[config.mk]
export PLATFORM = sky130hd
export DESIGN_NAME = relu_seq_ctrl_flat
export DESIGN_NICKNAME = d
export VERILOG_FILES = /design/src/rtl/relu_seq_ctrl_if.sv /design/src/rtl/relu_seq_ctrl.sv /design/src/flat_wrapper.sv
export SDC_FILE = /design/constraint.sdc
export NUM_CORES = 1
export LEC_CHECK = 0
export CAP_MARGIN = 20
export CORE_AREA = 2 2 127 98
export CTS_CLUSTER_DIAMETER = 200
export CTS_CLUSTER_SIZE = 30
export DETAILED_ROUTE_END_ITERATION = 10
export DIE_AREA = 0 0 129 100
export GPL_TIMING_DRIVEN = 1
export PLACE_DENSITY = 0.82
export SETUP_SLACK_MARGIN = 0.4
export SLEW_MARGIN = 30
export SYNTH_ARGS = -nofsm -noshare
export SYNTH_HDL_FRONTEND = slang
export SYNTH_SLANG_ARGS = --single-unit
export TNS_END_PERCENT = 50
[constraint.sdc]
create_clock -name clk -period 3.6 [get_ports clk]
set_input_delay 0.54 -clock clk [delete_from_list [all_inputs] [get_ports clk]]
set_output_delay 0.54 -clock clk [all_outputs]
set_load 0.1 [all_outputs]
[src/rtl/relu_seq_ctrl_if.sv]
// Bus between the ReLU sequencer and its surroundings: layer-controller
// config/start, source buffer read port, relu_pe hookup, destination write
// port and run status.
interface relu_seq_ctrl_if #(
  parameter int DATA_W = 32,
  parameter int ADDR_W = 8,
  parameter int LEN_W  = 9
);
  logic              start;
  logic              cfg_relu;
  logic [LEN_W-1:0]  cfg_len;
  logic [ADDR_W-1:0] cfg_src_base;
  logic [ADDR_W-1:0] cfg_dst_base;
  logic              rd_en;
  logic [ADDR_W-1:0] rd_addr;
  logic [DATA_W-1:0] buf_rdata;
  logic              relu_en;
  logic [DATA_W-1:0] relu_out;
  logic              wr_en;
  logic [ADDR_W-1:0] wr_addr;
  logic [DATA_W-1:0] wr_data;
  logic              busy;
  logic              done;
  logic [LEN_W-1:0]  neg_count;

  // Environment side: controller, buffers and the PE.
  modport master (
    output start, cfg_relu, cfg_len, cfg_src_base, cfg_dst_base, buf_rdata, relu_out,
    input  rd_en, rd_addr, relu_en, wr_en, wr_addr, wr_data, busy, done, neg_count
  );

  // Sequencer side.
  modport slave (
    input  start, cfg_relu, cfg_len, cfg_src_base, cfg_dst_base, buf_rdata, relu_out,
    output rd_en, rd_addr, relu_en, wr_en, wr_addr, wr_data, busy, done, neg_count
  );
endinterface

[src/rtl/relu_seq_ctrl.sv]
// ReLU stage sequencer: reads a block from the output buffer, passes it
// through relu_pe (or bypasses it) and writes the result to the destination
// buffer. A valid tag and destination address travel alongside each read so
// the write lines up with the PE output regardless of RD_LAT.
module relu_seq_ctrl #(
  parameter int DATA_W = 32,
  parameter int ADDR_W = 8,
  parameter int LEN_W  = 9,
  parameter int RD_LAT = 1
) (
  input logic             clk,
  input logic             rst,
  relu_seq_ctrl_if.slave  io
);
  // Tag stage k is valid k cycles after the read; stage RD_LAT lines up with
  // buf_rdata and stage STAGES with relu_out.
  localparam int STAGES = RD_LAT + 1;

  typedef enum logic [1:0] {IDLE, RUN, DRAIN, DONE} state_t;

  typedef struct packed {
    logic              relu;
    logic [LEN_W-1:0]  len;
    logic [ADDR_W-1:0] src_base;
    logic [ADDR_W-1:0] dst_base;
  } cfg_t;

  state_t                        state_q, state_d;
  cfg_t                          cfg_q, cfg_d;
  logic [LEN_W-1:0]              rd_idx_q, rd_idx_d;
  logic [STAGES:1]               vld_q, vld_d;
  logic [STAGES:1][ADDR_W-1:0]   waddr_q, waddr_d;
  logic [DATA_W-1:0]             raw_q, raw_d;
  logic                          wr_en_q, wr_en_d;
  logic [ADDR_W-1:0]             wr_addr_q, wr_addr_d;
  logic [DATA_W-1:0]             wr_data_q, wr_data_d;
  logic [LEN_W-1:0]              neg_q, neg_d;
  logic                          accept;
  logic                          rd_fire;
  logic                          in_flight;
  logic                          active;

  // Anything still between the read port and the write register.
  assign in_flight = |vld_q;
  assign active    = (state_q == RUN) || (state_q == DRAIN);

  // Next-state logic: config latch, read index and state transitions.
  always_comb begin
    state_d  = state_q;
    cfg_d    = cfg_q;
    rd_idx_d = rd_idx_q;
    accept   = 1'b0;
    rd_fire  = 1'b0;
    case (state_q)
      IDLE: begin
        if (io.start) begin
          accept         = 1'b1;
          cfg_d.relu     = io.cfg_relu;
          cfg_d.len      = io.cfg_len;
          cfg_d.src_base = io.cfg_src_base;
          cfg_d.dst_base = io.cfg_dst_base;
          rd_idx_d       = '0;
          state_d        = (io.cfg_len == '0) ? DONE : RUN;
        end
      end
      RUN: begin
        rd_fire  = 1'b1;
        rd_idx_d = rd_idx_q + LEN_W'(1);
        if (rd_idx_q == cfg_q.len - LEN_W'(1)) state_d = DRAIN;
      end
      DRAIN:   if (!in_flight) state_d = DONE;
      DONE:    state_d = IDLE;
      default: state_d = IDLE;
    endcase
  end

  // Control state register.
  always_ff @(posedge clk) begin
    if (rst) begin
      state_q  <= IDLE;
      cfg_q    <= '0;
      rd_idx_q <= '0;
    end else begin
      state_q  <= state_d;
      cfg_q    <= cfg_d;
      rd_idx_q <= rd_idx_d;
    end
  end

  // Tag/address pipeline, raw-data delay, write register and negative count.
  // Data regs only load on valid stages so junk on buf_rdata never leaks in.
  always_comb begin
    vld_d      = '0;
    waddr_d    = waddr_q;
    vld_d[1]   = rd_fire;
    waddr_d[1] = cfg_q.dst_base + ADDR_W'(rd_idx_q);
    for (int k = 2; k <= STAGES; k++) begin
      vld_d[k]   = vld_q[k-1];
      waddr_d[k] = waddr_q[k-1];
    end
    raw_d     = vld_q[RD_LAT] ? io.buf_rdata : raw_q;
    neg_d     = neg_q;
    if (accept)
      neg_d = '0;
    else if (vld_q[RD_LAT] && io.buf_rdata[DATA_W-1])
      neg_d = neg_q + LEN_W'(1);
    wr_en_d   = vld_q[STAGES];
    wr_addr_d = wr_addr_q;
    wr_data_d = wr_data_q;
    if (vld_q[STAGES]) begin
      wr_addr_d = waddr_q[STAGES];
      wr_data_d = cfg_q.relu ? io.relu_out : raw_q;
    end
  end

  // Datapath registers.
  always_ff @(posedge clk) begin
    if (rst) begin
      vld_q     <= '0;
      waddr_q   <= '0;
      raw_q     <= '0;
      wr_en_q   <= 1'b0;
      wr_addr_q <= '0;
      wr_data_q <= '0;
      neg_q     <= '0;
    end else begin
      vld_q     <= vld_d;
      waddr_q   <= waddr_d;
      raw_q     <= raw_d;
      wr_en_q   <= wr_en_d;
      wr_addr_q <= wr_addr_d;
      wr_data_q <= wr_data_d;
      neg_q     <= neg_d;
    end
  end

  assign io.rd_en     = rd_fire;
  assign io.rd_addr   = rd_fire ? cfg_q.src_base + ADDR_W'(rd_idx_q) : '0;
  assign io.relu_en   = active && cfg_q.relu;
  assign io.busy      = active;
  assign io.done      = (state_q == DONE);
  assign io.wr_en     = wr_en_q;
  assign io.wr_addr   = wr_addr_q;
  assign io.wr_data   = wr_data_q;
  assign io.neg_count = neg_q;
endmodule
[src/flat_wrapper.sv]
// flat-port wrapper written by rule: the top's interface ports become plain ports
module relu_seq_ctrl_flat 
#(
  parameter int DATA_W = 32,
  parameter int ADDR_W = 8,
  parameter int LEN_W  = 9,
  parameter int RD_LAT = 1
)
  (clk, rst, io_start, io_cfg_relu, io_cfg_len, io_cfg_src_base, io_cfg_dst_base, io_buf_rdata, io_relu_out, io_rd_en, io_rd_addr, io_relu_en, io_wr_en, io_wr_addr, io_wr_data, io_busy, io_done, io_neg_count);
  relu_seq_ctrl_if #(.DATA_W(DATA_W), .ADDR_W(ADDR_W), .LEN_W(LEN_W)) io_i ();
  input logic clk;
  input logic rst;
  input wire logic [$bits(io_i.start)-1:0] io_start;
  input wire logic [$bits(io_i.cfg_relu)-1:0] io_cfg_relu;
  input wire logic [$bits(io_i.cfg_len)-1:0] io_cfg_len;
  input wire logic [$bits(io_i.cfg_src_base)-1:0] io_cfg_src_base;
  input wire logic [$bits(io_i.cfg_dst_base)-1:0] io_cfg_dst_base;
  input wire logic [$bits(io_i.buf_rdata)-1:0] io_buf_rdata;
  input wire logic [$bits(io_i.relu_out)-1:0] io_relu_out;
  output wire logic [$bits(io_i.rd_en)-1:0] io_rd_en;
  output wire logic [$bits(io_i.rd_addr)-1:0] io_rd_addr;
  output wire logic [$bits(io_i.relu_en)-1:0] io_relu_en;
  output wire logic [$bits(io_i.wr_en)-1:0] io_wr_en;
  output wire logic [$bits(io_i.wr_addr)-1:0] io_wr_addr;
  output wire logic [$bits(io_i.wr_data)-1:0] io_wr_data;
  output wire logic [$bits(io_i.busy)-1:0] io_busy;
  output wire logic [$bits(io_i.done)-1:0] io_done;
  output wire logic [$bits(io_i.neg_count)-1:0] io_neg_count;
  assign io_i.start = io_start;
  assign io_i.cfg_relu = io_cfg_relu;
  assign io_i.cfg_len = io_cfg_len;
  assign io_i.cfg_src_base = io_cfg_src_base;
  assign io_i.cfg_dst_base = io_cfg_dst_base;
  assign io_i.buf_rdata = io_buf_rdata;
  assign io_i.relu_out = io_relu_out;
  assign io_rd_en = io_i.rd_en;
  assign io_rd_addr = io_i.rd_addr;
  assign io_relu_en = io_i.relu_en;
  assign io_wr_en = io_i.wr_en;
  assign io_wr_addr = io_i.wr_addr;
  assign io_wr_data = io_i.wr_data;
  assign io_busy = io_i.busy;
  assign io_done = io_i.done;
  assign io_neg_count = io_i.neg_count;
  relu_seq_ctrl #(.DATA_W(DATA_W), .ADDR_W(ADDR_W), .LEN_W(LEN_W), .RD_LAT(RD_LAT)) u_core (.clk(clk), .rst(rst), .io(io_i));
endmodule
==> impl_metrics.tcl, run 1 <==
set metrics [dict create \
    n_antenna_cell 0 \
    cp_max_fo 8 \
    portBuffers 154 \
    hold_buffers 0 \
    grt_max_degree 109 \
    grt_overflow 0 \
    synthFlopType "dfxtp_1" \
    antenna_found_initial 0 \
    crit_path_end_kind "output port" \
    worstPathArrival_ns 2.65 \
    synth_top_area_cell "dfxtp_1" \
    cts_tree "done" \
    total_power_mw 5.06 \
    syn_inst 665 \
    wl_per_cell_um 15.2 \
    clkTransAtPathRegs_ns 0.06 \
    async_reset_ff_frac 0 \
    coreArea_um2 11900 \
    area_growth_pct 36.5 \
    cts_sinks 137 \
    gp_congestion 0.841 \
    finClkSkew_ns 0.00805 \
    grt_pass1_vias 5030 \
    final_net_count 918 \
    drt-vias-per-instance 5.28 \
    ant_nets 0 \
    tightest_slew_ns 1.01 \
    htreeDepth 4 \
    cp.required_ns 3.06 \
    grt_use_total 0.236 \
    status "complete, no violations" \
    synth_edf_count 0 \
    ys_types 43 \
    fin_ws_ns 0.407 \
    p_leak_nw 3.00 \
    yosys-top-cells-area "dfxtp_1 (46%), mux2i_1 (12%), nor2_1 (6.4%)" \
    syn_nets 781 \
    hpwl_mm 10.5 \
    critPathKind "reg2out" \
    rsz0062_at_grt "yes" \
    clkLatencyLatePin_ns 0.41 \
    clock.fmax_ghz 0.313 \
    hold_violations 0 \
    holdWs_ns 0.420 \
    slew_viol_final 0 \
    multi_input_area_um2 3060 \
    synth_top_area_share 0.456 \
    r2r_setup_slack_ns 1.05 \
    via_count 5181 \
    tns_ns 0 \
    die_h_um 100 \
    num_rows 35 \
    ctsRootBufferMaster "clkbuf_16" \
    hold_class "in2reg" \
    vdd_drop_max_mv 0.405 \
    placed_cell_area_um2 7620 \
    ys_seq_elements 137 \
    drive_above_1_share 0.0748 \
    ys_warn_count 0 \
    drtIter0Drc 248 \
    grt_pass1_wl_mm 24.1 \
    drc 0 \
    synth_seq_area_share 0.456 \
    postLayoutCellArea_um2 8210 \
    post-place-ws_ns 0.582 \
    final_cell_mix "clkdlybuf4s50_1 (142), dfxtp_1 (131), nor2_1 (102), mux2i_1 (72), nand2_1 (66)" \
    syn-cell-area_um2 6020 \
    timing.final.crit_share 0.887 \
    max_slew_margin 0.322 \
    p_per_area_nw_per_um2 617 \
    fill_cells 948 \
    firstDrtPassIters 4 \
    cts_max_path_buffers 2 \
    ff_latch_area_um2 2750 \
    avgSynthCellArea_um2 9.05 \
    die_area_um2 12900 \
    cap_violations 0 \
    wirelength_mm 14.9 \
    ioPinCount 155 \
    final.min_clock_period_ns 3.19 \
    initial_core_util 0.507 \
    cts_buffers 17 \
    setup_viol 0 \
    die_x_um 129 \
    start_kind "flip-flop" \
    final_common_cell "clkdlybuf4s50_1" \
]
## area by class of cell
| type | instances | area share |
|---|---|---|
| Timing Repair Buffer | 160 | 0.193 |
| Clock inverter | 12 | 0.0113 |
| Sequential cell | 137 | 0.335 |
| Inverter | 15 | 0.00686 |
| Clock buffer | 20 | 0.0556 |
| Multi-Input combinational cell | 471 | 0.373 |
| Tap cell | 166 | 0.0253 |
## report_power, final
part | internal, mW | switching [mW]
clock network | 0.924 | 0.664
logic | 0.560 | 1.11
registers | 1.69 | 0.120
total | 3.17 | 1.89
## worst max-delay path, cell delays in order (launching register included)
cell	delay [ns]
dfxtp_4	0.38
ha_1	0.30
a21o_1	0.16
a21oi_1	0.28
o21bai_1	0.15
a2111oi_2	0.39
o21ai_0	0.18
a21boi_2	0.21
buf_12	0.19
## Yosys cell counts (all sizes together) (2+ instances only)
library cell and number:
nor4 2, and2 9, nand2b 3, o21ai 12, fa 2, buf 6
a2111oi 2, inv 15, or3 8, a21o 3, a211oi 32, nand2 66
nor2 102, a221oi 2, nand3 5, o21bai 2, mux2i 72, ha 21
nor2b 19, nor3 9, a21boi 2, dfxtp 137, a21oi 41, nand4 5
xnor2 16, a31oi 2, or4 2, and3 5, clkbuf 36, xor2 16
## worst paths after layout
check	startpoint	end	cells after the start
worst min register to register	u_core.waddr_d[11]$_SDFF_PP0_	u_core.waddr_q[11]$_SDFF_PP0_	1
worst min-delay path	rst	u_core.cfg_q[23]$_SDFFE_PP0P_	2
worst max register to register	u_core.cfg_q[16]$_SDFFE_PP0P_	u_core.state_q[1]$_SDFFE_PP0P_	8
worst max-delay path	u_core.rd_idx_q[1]$_SDFFE_PP0P_	io_rd_addr[7]	8
## sequential cells by signal, summed over array words and instances (netlist names)
register	flops
u_core.waddr_q	8
u_core.io.wr_addr	8
u_core.rd_idx_q	9
u_core.state_q	2
u_core.vld_q	2
u_core.waddr_d	8
u_core.io.wr_en	1
u_core.raw_q	32
u_core.cfg_q	26
u_core.io.wr_data	32
u_core.io.neg_count	9
## metal layers
layer,global-route usage,share of wire
met5,0,0
met4,0.0920,0.021
met3,0.0490,0.045
met2,0.386,0.48
met1,0.308,0.46
## timing repair
item                       in CTS  in global routing
setup endpoints to repair       2                  2
setup buffers                   0                  1
pin swaps                       0                  2
resized for setup               4                  6
## cell families (layout without fill, tap and decap cells)
| family | after synthesis | count (layout) | share of synthesized area |
|---|---|---|---|
| DFF | 137 | 137 | 0.456 |
| adders and majority gates | 23 | 23 | 0.0503 |
| muxes | 72 | 72 | 0.120 |
| buffers and inverters | 57 | 207 | 0.0381 |
| and+or+nand+nor | 239 | 239 | 0.179 |
| AOI/OAI and AO/OA | 105 | 105 | 0.111 |
| xor gates and xnor gates | 32 | 32 | 0.0466 |
## metrics by stage
stage / util / std cells
after global routing: 0.692 / 981
after floorplan: - / 665
after detailed placement: 0.642 / 948
after global placement: 0.642 / 948
final: 0.692 / 981
after CTS: 0.690 / 980
Power figures use the tool's default switching activity.
==> run 2: changes to the inputs <==
--- a/config.mk
+++ b/config.mk
@@ -6,13 +6,13 @@
 export NUM_CORES = 1
 export LEC_CHECK = 0
 export CAP_MARGIN = 20
-export CORE_AREA = 2 2 127 98
+export CORE_AREA = 2 2 131 101
 export CTS_CLUSTER_DIAMETER = 200
 export CTS_CLUSTER_SIZE = 30
 export DETAILED_ROUTE_END_ITERATION = 10
-export DIE_AREA = 0 0 129 100
+export DIE_AREA = 0 0 133 103
 export GPL_TIMING_DRIVEN = 1
-export PLACE_DENSITY = 0.82
+export PLACE_DENSITY = 0.78
 export SETUP_SLACK_MARGIN = 0.4
 export SLEW_MARGIN = 30
 export SYNTH_ARGS = -nofsm -noshare
==> constraint.sdc (replaced) <==
create_clock -name clk -period 3.4 [get_ports clk]
set_input_delay 0.51 -clock clk [delete_from_list [all_inputs] [get_ports clk]]
set_output_delay 0.51 -clock clk [all_outputs]
set_load 0.1 [all_outputs]
==> run 2 against run 1 <==
Net effect:
- power is 9.2% higher
- clock-buffer cell count is 2 lower
- routed wire length is 3.0% higher
- hold slack worse by 0.014 ns
- critical path type unchanged
- core utilization is 3.3 points lower
- setup slack better by 0.056 ns
- combinational power is 7% higher
- first-iteration DRC count is 4.8% higher
- clock skew is 0.0011 ns lower
==> impl_metrics.tcl, run 2 (synthesis results as in run 1) <==
set metrics [dict create \
    status "complete, no violations" \
    p_leak_nw 3.04 \
    initial_core_util 0.479 \
    ant_nets 0 \
    critPathKind "reg2out" \
    wl_per_cell_um 15.6 \
    highest_layer "met4" \
    worstPathArrival_ns 2.43 \
    grt_pass1_wl_mm 24.0 \
    final_cell_mix "clkdlybuf4s50_1 (140), dfxtp_1 (131), nor2_1 (102), mux2i_1 (72), nand2_1 (66)" \
    die_h_um 103 \
    max_slew_margin 0.312 \
    grt_overflow 0 \
    cts_tree "done" \
    hpwl_mm 10.7 \
    crit_path_end_kind "output port" \
    holdWs_ns 0.406 \
    clkTransAtPathRegs_ns 0.06 \
    ff_latch_area_um2 2750 \
    start_kind "flip-flop" \
    gp_congestion 0.871 \
    finClkSkew_ns 0.00693 \
    wirelength_mm 15.4 \
    grt_max_degree 108 \
    n_antenna_cell 0 \
    drc 0 \
    ctsRootBufferMaster "clkbuf_16" \
    rsz0062_at_grt "yes" \
    p_comb_frac 0.324 \
    p_sw_mw 1.99 \
    via_count 5155 \
    min_path_cells 2 \
    cts_max_path_buffers 2 \
    clkLatencyLatePin_ns 0.41 \
    grt_use_total 0.220 \
    final.min_clock_period_ns 2.94 \
    drtIter0Drc 260 \
    cts_buffers 17 \
    cap_violations 0 \
    cts_sinks 137 \
    tns_ns 0 \
    timing.final.crit_share 0.864 \
    coreArea_um2 12600 \
    r2r_cells 8 \
    portBuffers 154 \
    met2_length_mm 7.44 \
    tightest_slew_ns 1.03 \
    seq_power_share 0.347 \
    vdd_drop_max_mv 0.388 \
    hold_class "in2reg" \
    final_common_cell "clkdlybuf4s50_1" \
    final_net_count 919 \
    htreeDepth 4 \
    m1WireLength_mm 6.95 \
    power.internal_mw 3.53 \
    multi_input_area_um2 3090 \
    drive_above_1_share 0.0823 \
    clock.fmax_ghz 0.341 \
    num_rows 36 \
    grt_pass1_vias 4949 \
    p_clk_frac 0.329 \
    antenna_found_initial 0 \
    firstDrtPassIters 4 \
    cp_max_fo 7 \
    drt-vias-per-instance 5.23 \
    setup_viol 0 \
    cp.required_ns 2.89 \
    dr_wl_met3_um 738 \
    hold_violations 0 \
    die_area_um2 13700 \
    slew_viol_final 0 \
    p_per_area_nw_per_um2 667 \
    swShare 0.361 \
    area_growth_pct 37.7 \
    fill_cells 1007 \
    ioPinCount 155 \
    die_x_um 133 \
]
## run 2: changes by cell type in the layout (fill, tap and decap cells not counted), moves of 2 or more
cell | previous run | this run
clkdlybuf4s50_1 | 142 | 140
buf_4 | 15 | 17
clkbuf_8 | 2 | 0
bufinv_16 | 0 | 3
inv_6 | 4 | 1
## run 2: path summary, 6_finish.rpt
check	startpoint	to	slack [ns]
hold reg to reg	u_core.waddr_d[9]$_SDFF_PP0_	u_core.waddr_q[9]$_SDFF_PP0_	0.44
setup reg to reg	u_core.cfg_q[16]$_SDFFE_PP0P_	u_core.state_q[0]$_SDFFE_PP0P_	0.78
setup / recovery	u_core.rd_idx_q[0]$_SDFFE_PP0P_	io_rd_addr[6]	0.46
hold / removal	rst	u_core.cfg_q[25]$_SDFFE_PP0P_	0.41
## run 2: area by class of cell
cell class / count / share of cell area
clock buffers: 18 / 0.0518
clock inverters: 12 / 0.0184
inverters: 15 / 0.00680
multi-input cells: 471 / 0.374
flip-flops and latches: 137 / 0.332
well taps: 171 / 0.0258
repair buffers: 161 / 0.191
## run 2: per-stage QoR
stage / power, mW / cell area (um^2) / setup slack [ns] / instances / util
2_1_floorplan: 3.26 / 6030 / 0.440 / 665 / -
3_3_place_gp: 3.67 / 7650 / 0.538 / 954 / 0.609
3_5_place_dp: 3.72 / 7650 / 0.461 / 954 / 0.609
4_1_cts: 5.55 / 8270 / 0.403 / 985 / 0.658
5_1_grt: 5.78 / 8280 / 0.385 / 985 / 0.659
6_report: 5.53 / 8280 / 0.464 / 985 / 0.659
## run 2: metal layers
| layer | track usage | up-vias |
|---|---|---|
| met1 | 0.281 | 2456 |
| li1 | - | 2545 |
| met5 | 0 | - |
| met3 | 0.0521 | 22 |
| met4 | 0.0695 | 0 |
| met2 | 0.375 | 132 |
## run 2: timing repair
item,4_1_cts,5_1_grt
endpoints found under the setup margin,4,3
resized for setup,10,4
hold buffers,0,0
setup buffers,1,0
pin swaps,1,2
## run 2: power groups by stage
stage                     clock [mW]  combinational [mW]  sequential (mW)
after floorplan                    0                1.03             2.24
after global placement             0                1.73             1.93
after detailed placement           0                1.78             1.94
after CTS                       1.85                1.79             1.91
after global routing            1.92                1.92             1.94
final                           1.82                1.79             1.92
## run 2: critical path, stage by stage, from the launching register on
cell and delay (ns):
dfxtp_2 0.36, ha_1 0.24, fa_2 0.35, a21o_1 0.18
a21oi_2 0.16, o21bai_1 0.09, a21oi_1 0.17, xnor2_1 0.14
and2_4 0.17, buf_12 0.17
==> run 3: changes to the inputs <==
--- a/config.mk
+++ b/config.mk
@@ -5,13 +5,15 @@
 export SDC_FILE = /design/constraint.sdc
 export NUM_CORES = 1
 export LEC_CHECK = 0
+export ABC_AREA = 1
 export CAP_MARGIN = 20
-export CORE_AREA = 2 2 131 101
+export CORE_AREA = 2 2 130 100
 export CTS_CLUSTER_DIAMETER = 200
 export CTS_CLUSTER_SIZE = 30
 export DETAILED_ROUTE_END_ITERATION = 10
-export DIE_AREA = 0 0 133 103
+export DIE_AREA = 0 0 132 102
 export GPL_TIMING_DRIVEN = 1
+export MAX_ROUTING_LAYER = met4
 export PLACE_DENSITY = 0.78
 export SETUP_SLACK_MARGIN = 0.4
 export SLEW_MARGIN = 30
==> run 3 against run 2 <==
Net effect:
- flip-flop and latch count is the same
- routed wire length increased by 5.0%
- non-clock buffer count up 4
- setup slack better by 0.030 ns
- global-route usage rose by 2.8 points
- sequential power grew 7%
- clock-buffer cell count grew 3
- via count grew 11%
- critical path type unchanged
==> impl_metrics.tcl, run 3 <==
set metrics [dict create \
    status "complete, no violations" \
    area_growth_pct 38.5 \
    synth_seq_area_share 0.466 \
    critPathKind "reg2out" \
    start_kind "flip-flop" \
    cts_buffers 17 \
    cap_violations 0 \
    cts_sinks 137 \
    grt_overflow 0 \
    final_cell_mix "nor2_1 (155), clkdlybuf4s50_1 (142), dfxtp_1 (135), o21ai_0 (110), a21oi_1 (105)" \
    grt_pass1_vias 5484 \
    place_inst 1090 \
    synth_top_area_cell "dfxtp_1" \
    slowest_delay_ns 0.38 \
    grt_pass1_wl_mm 26.1 \
    yosys-top-cells-count "nor2_1 (156), dfxtp_1 (137), o21ai_0 (112)" \
    vdd_drop_max_mv 0.416 \
    avgSynthCellArea_um2 7.35 \
    cp_max_fo 7 \
    htreeDepth 4 \
    portBuffers 154 \
    die_h_um 102 \
    drive_above_1_share 0.0773 \
    ctsRootBufferMaster "clkbuf_16" \
    p_leak_nw 3.42 \
    p_sw_mw 2.37 \
    ys_seq_elements 137 \
    final.min_clock_period_ns 2.91 \
    p_comb_frac 0.355 \
    wl_per_cell_um 14.4 \
    r2r_end "u_core.rd_idx_q[8]$_SDFFE_PP0P_" \
    timing.final.crit_share 0.855 \
    num_rows 35 \
    grt_use_total 0.248 \
    hp-start "u_core.waddr_d[13]$_SDFF_PP0_" \
    slew_viol_final 0 \
    clkLatencyLatePin_ns 0.41 \
    fill_cells 1061 \
    cp.required_ns 2.89 \
    crit_path_end_kind "output port" \
    syn_nets 917 \
    holdPathEnd "u_core.waddr_q[13]$_SDFF_PP0_" \
    via_count 5745 \
    hpwl_mm 11.1 \
    antenna_found_initial 0 \
    crit_path_cell_trace "ha_1 -> fa_1 -> nand2_1 -> inv_1 -> o21ai_1 -> nand2_1 -> a21oi_2 -> o21bai_1 -> o21ai_1 -> a21oi_2 -> buf_12" \
    synth_fa_ha_area_frac 0.0514 \
    wirelength_mm 16.1 \
    cts_max_path_buffers 2 \
    synth_top_area_share 0.466 \
    ys_types 30 \
    hold_class "reg2reg" \
    seq_power_share 0.347 \
    setup_viol 0 \
    async_reset_ff_frac 0 \
    drc 0 \
    n_antenna_cell 0 \
    syn-cell-area_um2 5890 \
    synthMuxAreaShare 0 \
    clkTransAtPathRegs_ns 0.06 \
    ant_nets 0 \
    total_power_mw 5.95 \
    multi_input_area_um2 2800 \
    clock.fmax_ghz 0.344 \
    cp_slowest_cell "fa_1" \
    synthSimpleGateAreaFrac 0.201 \
    drt-vias-per-instance 5.12 \
    final_common_cell "nor2_1" \
    yosys.cell_count.top_type "nor2_1" \
    ff_latch_area_um2 2750 \
    fin_util 0.672 \
    ys_warn_count 0 \
    synth_edf_count 0 \
    coreArea_um2 12100 \
    synth_top_family_by_area "compound AO/OA/AOI/OAI gates" \
    die_area_um2 13500 \
    syn_inst 801 \
    synth-compound-area-share 0.204 \
    instances_no_fill 1123 \
    firstDrtPassIters 5 \
    ioPinCount 155 \
    max_slew_margin 0.318 \
    gp_congestion 0.882 \
    drtIter0Drc 364 \
    synth_xor_area_frac 0.0134 \
    r2r_cells 12 \
    grt_max_degree 49 \
    initial_core_util 0.486 \
    final_net_count 1060 \
    rsz0062_at_grt "yes" \
    worstPathArrival_ns 2.40 \
    cts_tree "done" \
    tns_ns 0 \
    power.internal_mw 3.58 \
    rr_startpoint "u_core.state_q[1]$_SDFFE_PP0P_" \
    yosys-top-cells-area "dfxtp_1 (47%), nor2_1 (9.9%), o21ai_0 (9.5%)" \
    synthFlopType "dfxtp_1" \
    finClkSkew_ns 0.0109 \
    min_path_cells 2 \
    p_clk_frac 0.298 \
    p_per_area_nw_per_um2 730 \
    swShare 0.399 \
    r2r_setup_slack_ns 1.24 \
    tightest_slew_ns 1.02 \
    holdWs_ns 0.400 \
    hold_violations 0 \
    hold_buffers 0 \
    die_x_um 132 \
]
## run 3: cell types whose count changed after synthesis, sizes merged, moves of 37 or more
| cell | delta |
|---|---|
| a21oi | +70 |
| inv | +43 |
| mux2i | -72 |
| nand2 | +37 |
| nor2 | +58 |
| o21ai | +104 |
## run 3: area by class of cell
type / instances / area share
Inverter: 60 / 0.0276
Tap cell: 166 / 0.0255
Clock buffer: 21 / 0.0540
Clock inverter: 11 / 0.0152
Sequential cell: 137 / 0.337
Timing Repair Buffer: 165 / 0.197
Multi-Input combinational cell: 563 / 0.344
## run 3: repair_timing
item,CTS,global route
setup buffers,0,1
pin swaps,0,2
resized for setup,1,6
endpoints found under the setup margin,1,3
## run 3: worst max-delay path by stage
stage | startpoint | endpoint | cells after the start
floorplan | u_core.state_q[1]$_SDFFE_PP0P_ | io_rd_addr[7] | 5
global placement | u_core.rd_idx_q[0]$_SDFFE_PP0P_ | io_rd_addr[6] | 11
detailed placement | u_core.rd_idx_q[0]$_SDFFE_PP0P_ | io_rd_addr[6] | 11
CTS | u_core.rd_idx_q[0]$_SDFFE_PP0P_ | io_rd_addr[6] | 11
global route | u_core.rd_idx_q[0]$_SDFFE_PP0P_ | io_rd_addr[6] | 11
finish | u_core.rd_idx_q[0]$_SDFFE_PP0P_ | io_rd_addr[6] | 11
## run 3: through the flow
stage	instance area [um^2]	worst slack (ns)
2_1_floorplan	5920	0.0260
3_3_place_gp	7570	0.863
3_5_place_dp	7570	0.817
4_1_cts	8140	0.426
5_1_grt	8160	0.379
6_report	8160	0.494
## run 3: cells by family (layout without fill, tap and decap cells)
logic type,count (synthesis),count (layout)
and+or+nand+nor,296,296
AOI/OAI and AO/OA,235,235
DFF,137,137
buffers and inverters,101,257
adders and majority gates,23,23
xor gates and xnor gates,9,9
## run 3: critical path, delay by kind of cell, from the launching register on
kind	cells	cell delay, ns
buf+inv	2	0.23
fa+ha+maj	2	0.61
flops	1	0.35
compound gates	5	0.61
simple gates	2	0.19
## run 3: layer usage
metal  global-route usage  wire length [um]  vias up
met2                0.386              7070      195
met4               0.0652               178        0
li1                     -                 -     2920
met1                0.322              7680     2614
met3               0.0675              1210       16
met5                    -                 0        -
## run 3: power groups by stage
stage               registers [mW]  clock network, mW  logic (mW)
floorplan                     2.47                  0        1.15
CTS                           2.06               1.80        2.11
detailed placement            2.09                  0        2.10
global placement              2.08                  0        2.07
finish                        2.06               1.78        2.11
global route                  2.10               1.86        2.31
